<file path="config.mk">
export PLATFORM = sky130hd
export DESIGN_NAME = aes_host_if
export DESIGN_NICKNAME = d
export VERILOG_FILES = /design/src/rtl/aes_host_if.sv
export SDC_FILE = /design/constraint.sdc
export NUM_CORES = 1
export LEC_CHECK = 0
export ABC_CLOCK_PERIOD_IN_PS = 17800
export CAP_MARGIN = 20
export CORE_MARGIN = 2
export CORE_UTILIZATION = 40
export CTS_CLUSTER_SIZE = 30
export DETAILED_ROUTE_END_ITERATION = 8
export PLACE_DENSITY = 0.71
export SYNTH_ARGS = -nofsm -noshare
export SYNTH_HDL_FRONTEND = slang
export SYNTH_SLANG_ARGS = --single-unit
</file>
<file path="constraint.sdc">
create_clock -name clk -period 17.8 [get_ports clk]
set_clock_uncertainty 0.1 [all_clocks]
set_input_delay 2.67 -clock clk [delete_from_list [all_inputs] [get_ports clk]]
set_output_delay 2.67 -clock clk [all_outputs]
set_load 0.05 [all_outputs]
</file>
<file path="src/rtl/aes_host_if.sv">
// rtl/aes_host_if.sv - byte-serial host front end for the AES-128 core
// Gathers key/block bytes into 128-bit words, starts the core, streams the result back.
module aes_host_if #(
  parameter int TIMEOUT = 64
) (
  input  logic         clk,
  input  logic         reset,
  input  logic         cmd_valid,
  output logic         cmd_ready,
  input  logic         cmd_encrypt,
  input  logic         cmd_newkey,
  input  logic         in_valid,
  output logic         in_ready,
  input  logic [0:7]   in_data,
  output logic         out_valid,
  input  logic         out_ready,
  output logic [0:7]   out_data,
  output logic [0:127] key_o,
  output logic [0:127] block_o,
  output logic         sel_cypher,
  output logic         key_change,
  output logic         core_start,
  input  logic         core_done,
  input  logic [0:127] core_result,
  output logic         busy,
  output logic         err
);

  typedef enum logic [2:0] {
    S_IDLE,
    S_LOAD_KEY,
    S_LOAD_BLK,
    S_START,
    S_WAIT,
    S_UNLOAD
  } state_t;

  localparam logic [15:0] WAIT_LAST = 16'(TIMEOUT - 1);

  state_t         state;
  logic [3:0]     idx;
  logic [15:0]    wcnt;
  logic [15:0]    wcnt_nx;
  logic [0:127]   out_reg;
  logic [6:0]     bit_base;

  assign wcnt_nx  = wcnt + 16'd1;
  assign bit_base = {idx, 3'b000};

  // Handshake outputs decode straight from the state register.
  assign cmd_ready  = (state == S_IDLE);
  assign in_ready   = (state == S_LOAD_KEY) || (state == S_LOAD_BLK);
  assign core_start = (state == S_START);
  assign out_valid  = (state == S_UNLOAD);
  assign busy       = (state != S_IDLE);
  assign out_data   = out_reg[bit_base +: 8];

  always_ff @(posedge clk or posedge reset) begin
    if (reset) begin
      state      <= S_IDLE;
      idx        <= 4'd0;
      wcnt       <= 16'd0;
      key_o      <= '0;
      block_o    <= '0;
      out_reg    <= '0;
      sel_cypher <= 1'b0;
      key_change <= 1'b0;
      err        <= 1'b0;
    end else begin
      case (state)
        S_IDLE: begin
          if (cmd_valid) begin
            sel_cypher <= cmd_encrypt;
            key_change <= cmd_newkey;
            err        <= 1'b0;
            idx        <= 4'd0;
            state      <= cmd_newkey ? S_LOAD_KEY : S_LOAD_BLK;
          end
        end
        // idx rolls 15 -> 0 exactly when the state is left, so each new state starts at byte 0.
        S_LOAD_KEY: begin
          if (in_valid) begin
            key_o[bit_base +: 8] <= in_data;
            idx                  <= idx + 4'd1;
            if (idx == 4'd15) state <= S_LOAD_BLK;
          end
        end
        S_LOAD_BLK: begin
          if (in_valid) begin
            block_o[bit_base +: 8] <= in_data;
            idx                    <= idx + 4'd1;
            if (idx == 4'd15) state <= S_START;
          end
        end
        S_START: begin
          wcnt  <= 16'd0;
          state <= S_WAIT;
        end
        S_WAIT: begin
          wcnt <= wcnt_nx;
          // A result arriving on the threshold cycle still wins over the timeout.
          if (core_done) begin
            out_reg <= core_result;
            idx     <= 4'd0;
            state   <= S_UNLOAD;
          end else if (wcnt_nx == WAIT_LAST) begin
            err   <= 1'b1;
            state <= S_IDLE;
          end
        end
        S_UNLOAD: begin
          if (out_ready) begin
            idx <= idx + 4'd1;
            if (idx == 4'd15) state <= S_IDLE;
          end
        end
        default: state <= S_IDLE;
      endcase
    end
  end

endmodule

</file>
* Word level (Yosys, flattened, before mapping)
Cells that the tools add are included.
Word-level totals: ROM bits 0, register bits 410, input port bits 144, word-level logic and storage cells 72, memories 0, bits in writable memories 0, bits in latches 0
Cells by class: mux-type cells 23, add/sub/neg operators 3, equality and inequality tests 19, shift operators 3, bitwise logic cells 1, magnitude comparators 0, divide/modulo/power cells 0, reductions and logical operators 14, multiply operators 0
Operators by type and width (count):
- $bwmux W128 | 2
- $shift A129 B9 Y128 const A | 1
- $shiftx A128 B8 Y129 | 1
- $shiftx A129 B9 Y128 | 1
- $pmux W16 S2 | 1
- $mux W3 | 9
- $pmux W3 S6 | 1
- $add A16 B1 Y16 const B | 1
- $eq A16 B6 Y1 const B | 1
- $mux W4 | 4
- $pmux W4 S4 | 1
- $ne A2 B2 Y1 const B | 6
- $ne A2 B1 Y1 const B | 5
- $neg A8 Y9 | 1
- $not A7 Y8 | 1
- $reduce_and A2 Y1 | 4
- $reduce_and A8 Y1 | 1
- $eq A3 B2 Y1 const B | 2
- $eq A3 B3 Y1 const B | 2
- $reduce_and A5 Y1 | 1
- $add A4 B1 Y4 const B | 1
- $eq A4 B4 Y1 const B | 1
- $reduce_and A4 Y1 | 1
- $reduce_bool A2 Y1 | 2
- other kinds (10) | 12

* Depth between registers and ports, before layout
Gate-level depths: netlist of the first run.
word-level depth 5, depth in mapped cells 8

* Worst setup path before layout of the first run
Ideal clock, no wire load.
path type reg-to-output, start register idx[1], end output out_data[2] (netlist bit), stages on the path, launching flop included 5, setup slack 13151 ps, arrival 1879 ps, cells stage by stage dfrtp_1 -> buf_2 -> clkbuf_1 -> mux4_2 -> mux4_2
On the way: word-level cells in the longest chain between the ends 2
Ends and longest elaborated chain:
- from (decl) | RTL line 41 | logic [3:0] idx;
- from (signal assigned) | RTL line 84 | idx <= idx + 4'd1;
- from (signal assigned) | RTL line 91 | idx <= idx + 4'd1;
- from (signal assigned) | RTL line 113 | idx <= idx + 4'd1;
- $not A7 Y8 (implied by the code) | RTL line 56 | assign out_data = out_reg[bit_base +: 8];
- $shiftx A128 B8 Y129 | RTL line 56
- to (decl) | RTL line 17 | output logic [0:7] out_data,
Every way passes these cells.

* Worst setup path in the final report of the first run
start register idx[0], end output out_data[4] (netlist bit)
Same word-level chain as after synthesis.

==> results of run 1 <==
synthesized netlist by cell type, drive strengths merged, types with 4 or more instances:
cell      n
a21oi    10
a31oi     7
and3      5
buf      33
clkbuf   45
dfrtp   410
ha        8
inv       7
mux2    130
mux4     40
nand2   364
nand2b    4
nand3    18
nand4     5
nor2     23
nor2b     5
nor3     17
nor4      4
o21ai   289
xnor2     5
cells by family (layout without fill, tap and decap cells):
family	count (synthesis)	count (layout)	share of synthesized area [%]
simple gates	458	458	11.6
flops	410	410	61.0
compound gates	320	320	9.86
mux	171	171	14.1
buf+inv	86	509	2.57
fa+ha+maj	8	8	0.595
xor+xnor	5	5	0.260
other cells	0	4	0
stage by stage:
| stage | cells | hold WS (ns) | area [um^2] |
|---|---|---|---|
| after detailed placement | 2341 | 0.368 | 21300 |
| after global placement | 2340 | 0.361 | 21300 |
| final | 2424 | 0.376 | 22800 |
| after floorplan | 1458 | 0.370 | 16800 |
| after global routing | 2421 | 0.402 | 22800 |
| after CTS | 2419 | 0.382 | 22700 |
routing by layer:
| metal | up-vias | track usage, % | part of all wire [%] |
|---|---|---|---|
| li1 | 5861 | - | - |
| met1 | 6291 | 27.4 | 38 |
| met2 | 468 | 39.4 | 49 |
| met3 | 100 | 7.71 | 9.0 |
| met4 | 4 | 9.85 | 3.7 |
| met5 | - | 0 | 0.053 |
critical path, stage by stage (launching register included):
cell and delay, ns:
dfrtp_4 0.91, mux4_2 0.61, mux4_2 0.49, clkdlybuf4s50_1 0.76
report_power, final:
group / internal (mW) / total [mW] / switching, mW
registers: 1.14 / 1.33 / 0.197
logic: 0.472 / 1.04 / 0.563
clock network: 0.537 / 0.911 / 0.374
total: 2.15 / 3.28 / 1.13
worst paths after layout:
path | cells after the start | slack, ns | startpoint | endpoint
worst max-delay path | 3 | 11.62 | idx[0] | out_data[4]
worst min-delay path | 2 | 0.38 | key_o[100] | key_o[100]
worst max register to register | 5 | 14.23 | state[2] | out_reg[58]
worst min register to register | 2 | 0.38 | key_o[100] | key_o[100]
max in group asynchronous | 4 | 12.67 | reset | block_o[108]
min in group asynchronous | 2 | 2.62 | reset | block_o[127]
final cells by class:
| type | count | area (um^2) | share of cell area, % |
|---|---|---|---|
| multi-input combinational | 962 | 6130 | 26.9 |
| inverter | 8 | 37.5 | 0.165 |
| clock inverter | 13 | 160 | 0.703 |
| timing repair buffer | 423 | 4230 | 18.6 |
| antenna | 4 | 10.0 | 0.0439 |
| clock buffer | 65 | 1270 | 5.58 |
| tap | 539 | 674 | 2.96 |
| sequential | 410 | 10300 | 45.1 |
layout by cell type (no fill, tap or decap), drive strengths merged, types with 5 or more instances in the layout:
master / netlist / routed
inv: 7 / 8
clkdlybuf4s50: 0 / 415
nand2: 364 / 364
dfrtp: 410 / 410
mux2: 130 / 130
nor3: 17 / 17
a31oi: 7 / 7
ha: 8 / 8
o21ai: 289 / 289
clkinv: 1 / 8
nor2: 23 / 23
nand3: 18 / 18
clkbuf: 45 / 65
xnor2: 5 / 5
a21oi: 10 / 10
buf: 33 / 8
nor2b: 5 / 5
and3: 5 / 5
mux4: 40 / 40
nand4: 5 / 5
==> metrics.cfg, run 1 <==
[place]
place_worst_setup_slack_ns=11.97
portBuffers=415
dp_hpwl_um=37400
gp_congestion=0.931

[timing]
setup-tns-final_ns=0
setup_viol=0
fin_crit_sh_pct=34.7
max_freq_mhz=162
min_period_ns=6.18
rsz0062_at_grt=no
maxSlewHeadroom_pct=32.8
fin_ws_ns=11.62
hold_viol_final=0
report.final.slew_viol_count=0
tightest_slew_ns=1.01

[clock_tree]
clockBufferDepth=3
cts.clk_slew.worst_paths_ns=0.06
post_cts.repair.setup_buffers=0
clock-root-buffer=clkbuf_16
cts_tree=yes
htree_levels=2
numCtsBuffers=44
worstSkewPairLatency_ns=0.57
cts_hold_buf=0
clkSinkCount=410
ctsResizeCount=0

[power]
p_total_mw=3.28
p_per_area_mw_per_mm2=144
peakVddDrop_mv=0.101
p_leak_nw=9.39

[worst_setup_path]
critPathKind=register to primary output
critPathArrivalTime_ns=3.41
startpoint_type=register
required_ns=15.03
crit_fanout=42
critPathCaptureType=primary output

[yosys]
syn_nets=1610
syn_area_mm2=0.0168
yosys_warnings=0
synthCells=1458
async_flop_share_pct=100
yosys.cell_types.count=52
netlist.area_leader.share_pct=61.0
synth-seq-cells=410
synthFlopType=dfrtp_1
yosysSeqAreaShare_pct=61.0
synth_edf_count=0
synth_top_cell_by_area=dfrtp_1
syn_area_per_cell_um2=11.5
synthTopCellsByArea=dfrtp_1 61%, mux2_2 8.7%, o21ai_0 8.3%

[global_route]
grt_pass1_vias=12926
grt_max_degree=137
antenna_found_initial=5
grt.total_usage_pct=23.3
overflow=0
grt_pass1_wl_um=77600

[hold_path]
min-delay-path-class=register to register

[detailed_routing]
drt_iter0_drc=985
wire_per_inst_um=21.0
detail_route.first_pass.iterations=5
via_per_inst=5.25
num_vias=12724
drtAntennaViolNets=0
routed_wl_um=51000
drc=0

[floorplan]
start_util_pct=40.3
rows=75
num_io_pins=416
dieArea_mm2=0.0437
die_h_um=209
die_w_um=209
core_area_mm2=0.0418

[job]
max_cap_viol_count=0

[finish]
fillers=3636
area_growth_pct=35.4
drive_gt1_share_pct=14.2
final_util_pct=54.5
fin_nets=2001

[run_status]
outcome=finished, final reports clean

Note: power is estimated with default switching activity, not from simulation.
==> inputs of run 2 (changes only) <==
Settings changed: ABC_CLOCK_PERIOD_IN_PS 17800 to 5500, PLACE_DENSITY 0.71 to 0.74.
Clock period 17.8 ns to 5.5 ns, I/O delays scaled along.
==> metrics.cfg, run 2 (synthesis gave the netlist of run 1 again) <==
[clock_tree]
numCtsBuffers=44
worstSkewPairLatency_ns=0.58
post_cts.repair.setup_buffers=0
clock-root-buffer=clkbuf_16
cts_tree=yes
cts.clk_slew.worst_paths_ns=0.06
cts_hold_buf=0
clockBufferDepth=3
htree_levels=2
ctsResizeCount=0
clkSinkCount=410

[place]
dp_hpwl_um=37800
place_worst_setup_slack_ns=1.58
portBuffers=415
gp_congestion=0.886

[finish]
drive_gt1_share_pct=14.4
area_growth_pct=35.5
final_cell_mix=415 x clkdlybuf4s50_1, 407 x dfrtp_1, 364 x nand2_1
fin_nets=2003
multi_input_area_mm2=0.00613
fillers=3518
final_common_cell=clkdlybuf4s50_1
final_util_pct=54.6
seqCellArea_mm2=0.0103

[worst_setup_path]
critPathCaptureType=primary output
critPathTopFamily=flip-flops
reg2reg_to=out_reg[0]
max_stage_delay_ns=1.04
slowest_stage=dfrtp_2
path_depth=3
cpMostUsedCell=mux4_2
critPathArrivalTime_ns=3.33
required_ns=4.58
critPathKind=register to primary output
r2r_cells=5
r2r_slack_ns=2.20
path_buf_inv=1
startpoint_type=register
crit_fanout=40
worstSetupStartpoint=idx[1]
reg2reg_from=state[2]
path_cells=mux4_2, mux4_2, clkdlybuf4s50_1
cp-endpoint=out_data[1]

[timing]
max_freq_mhz=235
fin_ws_ns=1.24
min_period_ns=4.26
rsz0062_at_grt=no
report.final.slew_viol_count=0
setup_viol=0
hold_viol_final=0
fin_crit_sh_pct=77.4
tightest_slew_ns=1.04
setup-tns-final_ns=0
maxSlewHeadroom_pct=30.6

[power]
p_leak_nw=9.41
p_total_mw=10.7
p_per_area_mw_per_mm2=468
peakVddDrop_mv=0.323

[global_route]
overflow=0
grt.total_usage_pct=23.7
antenna_found_initial=5
grt_pass1_vias=13277
grt_pass1_wl_um=78900
grt_max_degree=183

[detailed_routing]
routed_wl_um=51700
num_vias=12851
via_per_inst=5.30
detail_route.first_pass.iterations=6
drt_iter0_drc=1159
wire_per_inst_um=21.3
drtAntennaViolNets=0
drc=0

[floorplan]
die_w_um=209
core_area_mm2=0.0418
die_h_um=209
start_util_pct=40.3
dieArea_mm2=0.0437
rows=75
num_io_pins=416

[job]
max_cap_viol_count=0

[run_status]
outcome=finished, final reports clean

[hold_path]
min-delay-path-class=register to register

## run 2: cell count changes in the layout (fill, tap and decap cells not counted), moves of 2 or more
cell       before  now
clkbuf_1       12   10
clkbuf_8        9   12
buf_12          0    3
diode_2         4    2
clkinv_4        0    3
bufinv_16       3    1
clkinv_2        6    4
## run 2: metrics by stage
step | cells | cell area (um^2) | hold slack (ns)
2_1_floorplan | 1458 | 16800 | 0.370
3_3_place_gp | 2342 | 21300 | 0.361
3_5_place_dp | 2342 | 21300 | 0.371
4_1_cts | 2419 | 22800 | 0.385
5_1_grt | 2422 | 22800 | 0.402
6_report | 2423 | 22800 | 0.376
## run 2: where the power goes
group,internal [mW],switching (mW)
Combinational,1.55,1.89
Sequential,3.67,0.623
Clock,1.71,1.22
## run 2: metal layers
metal  wire (um)  GRT usage (%)  vias up  part of all wire [%]
met2       25600           40.8      551                    50
met1       19700           28.0     6326                    38
met3        4330           6.88      114                   8.4
met5          47              0        -                 0.091
li1            -              -     5854                     -
met4        1950           9.51        6                   3.8
## run 2: final cells by class
| type | count | share of cell area, % |
|---|---|---|
| tap | 539 | 2.96 |
| multi-input combinational | 962 | 26.9 |
| antenna | 2 | 0.0220 |
| inverter | 8 | 0.148 |
| clock buffer | 67 | 5.83 |
| clock inverter | 10 | 0.412 |
| timing repair buffer | 425 | 18.7 |
| sequential | 410 | 45.0 |
## run 2: how the worst min path moves through the flow
stage / start / endpoint / slack [ns] / depth (start not counted)
finish: block_o[45] / block_o[45] / 0.38 / 2
global route: key_o[109] / key_o[109] / 0.40 / 2
CTS: key_o[92] / key_o[92] / 0.38 / 2
detailed placement: block_o[51] / block_o[51] / 0.37 / 2
global placement: key_o[113] / key_o[113] / 0.36 / 2
floorplan: wcnt[15] / wcnt[15] / 0.37 / 2
## run 2: worst register-to-register path: stages (launching register included)
cell      delay (ns)
dfrtp_1         0.67
nand2b_1        0.20
nor2_2          0.39
and2_4          0.86
buf_4           0.56
mux2_2          0.42
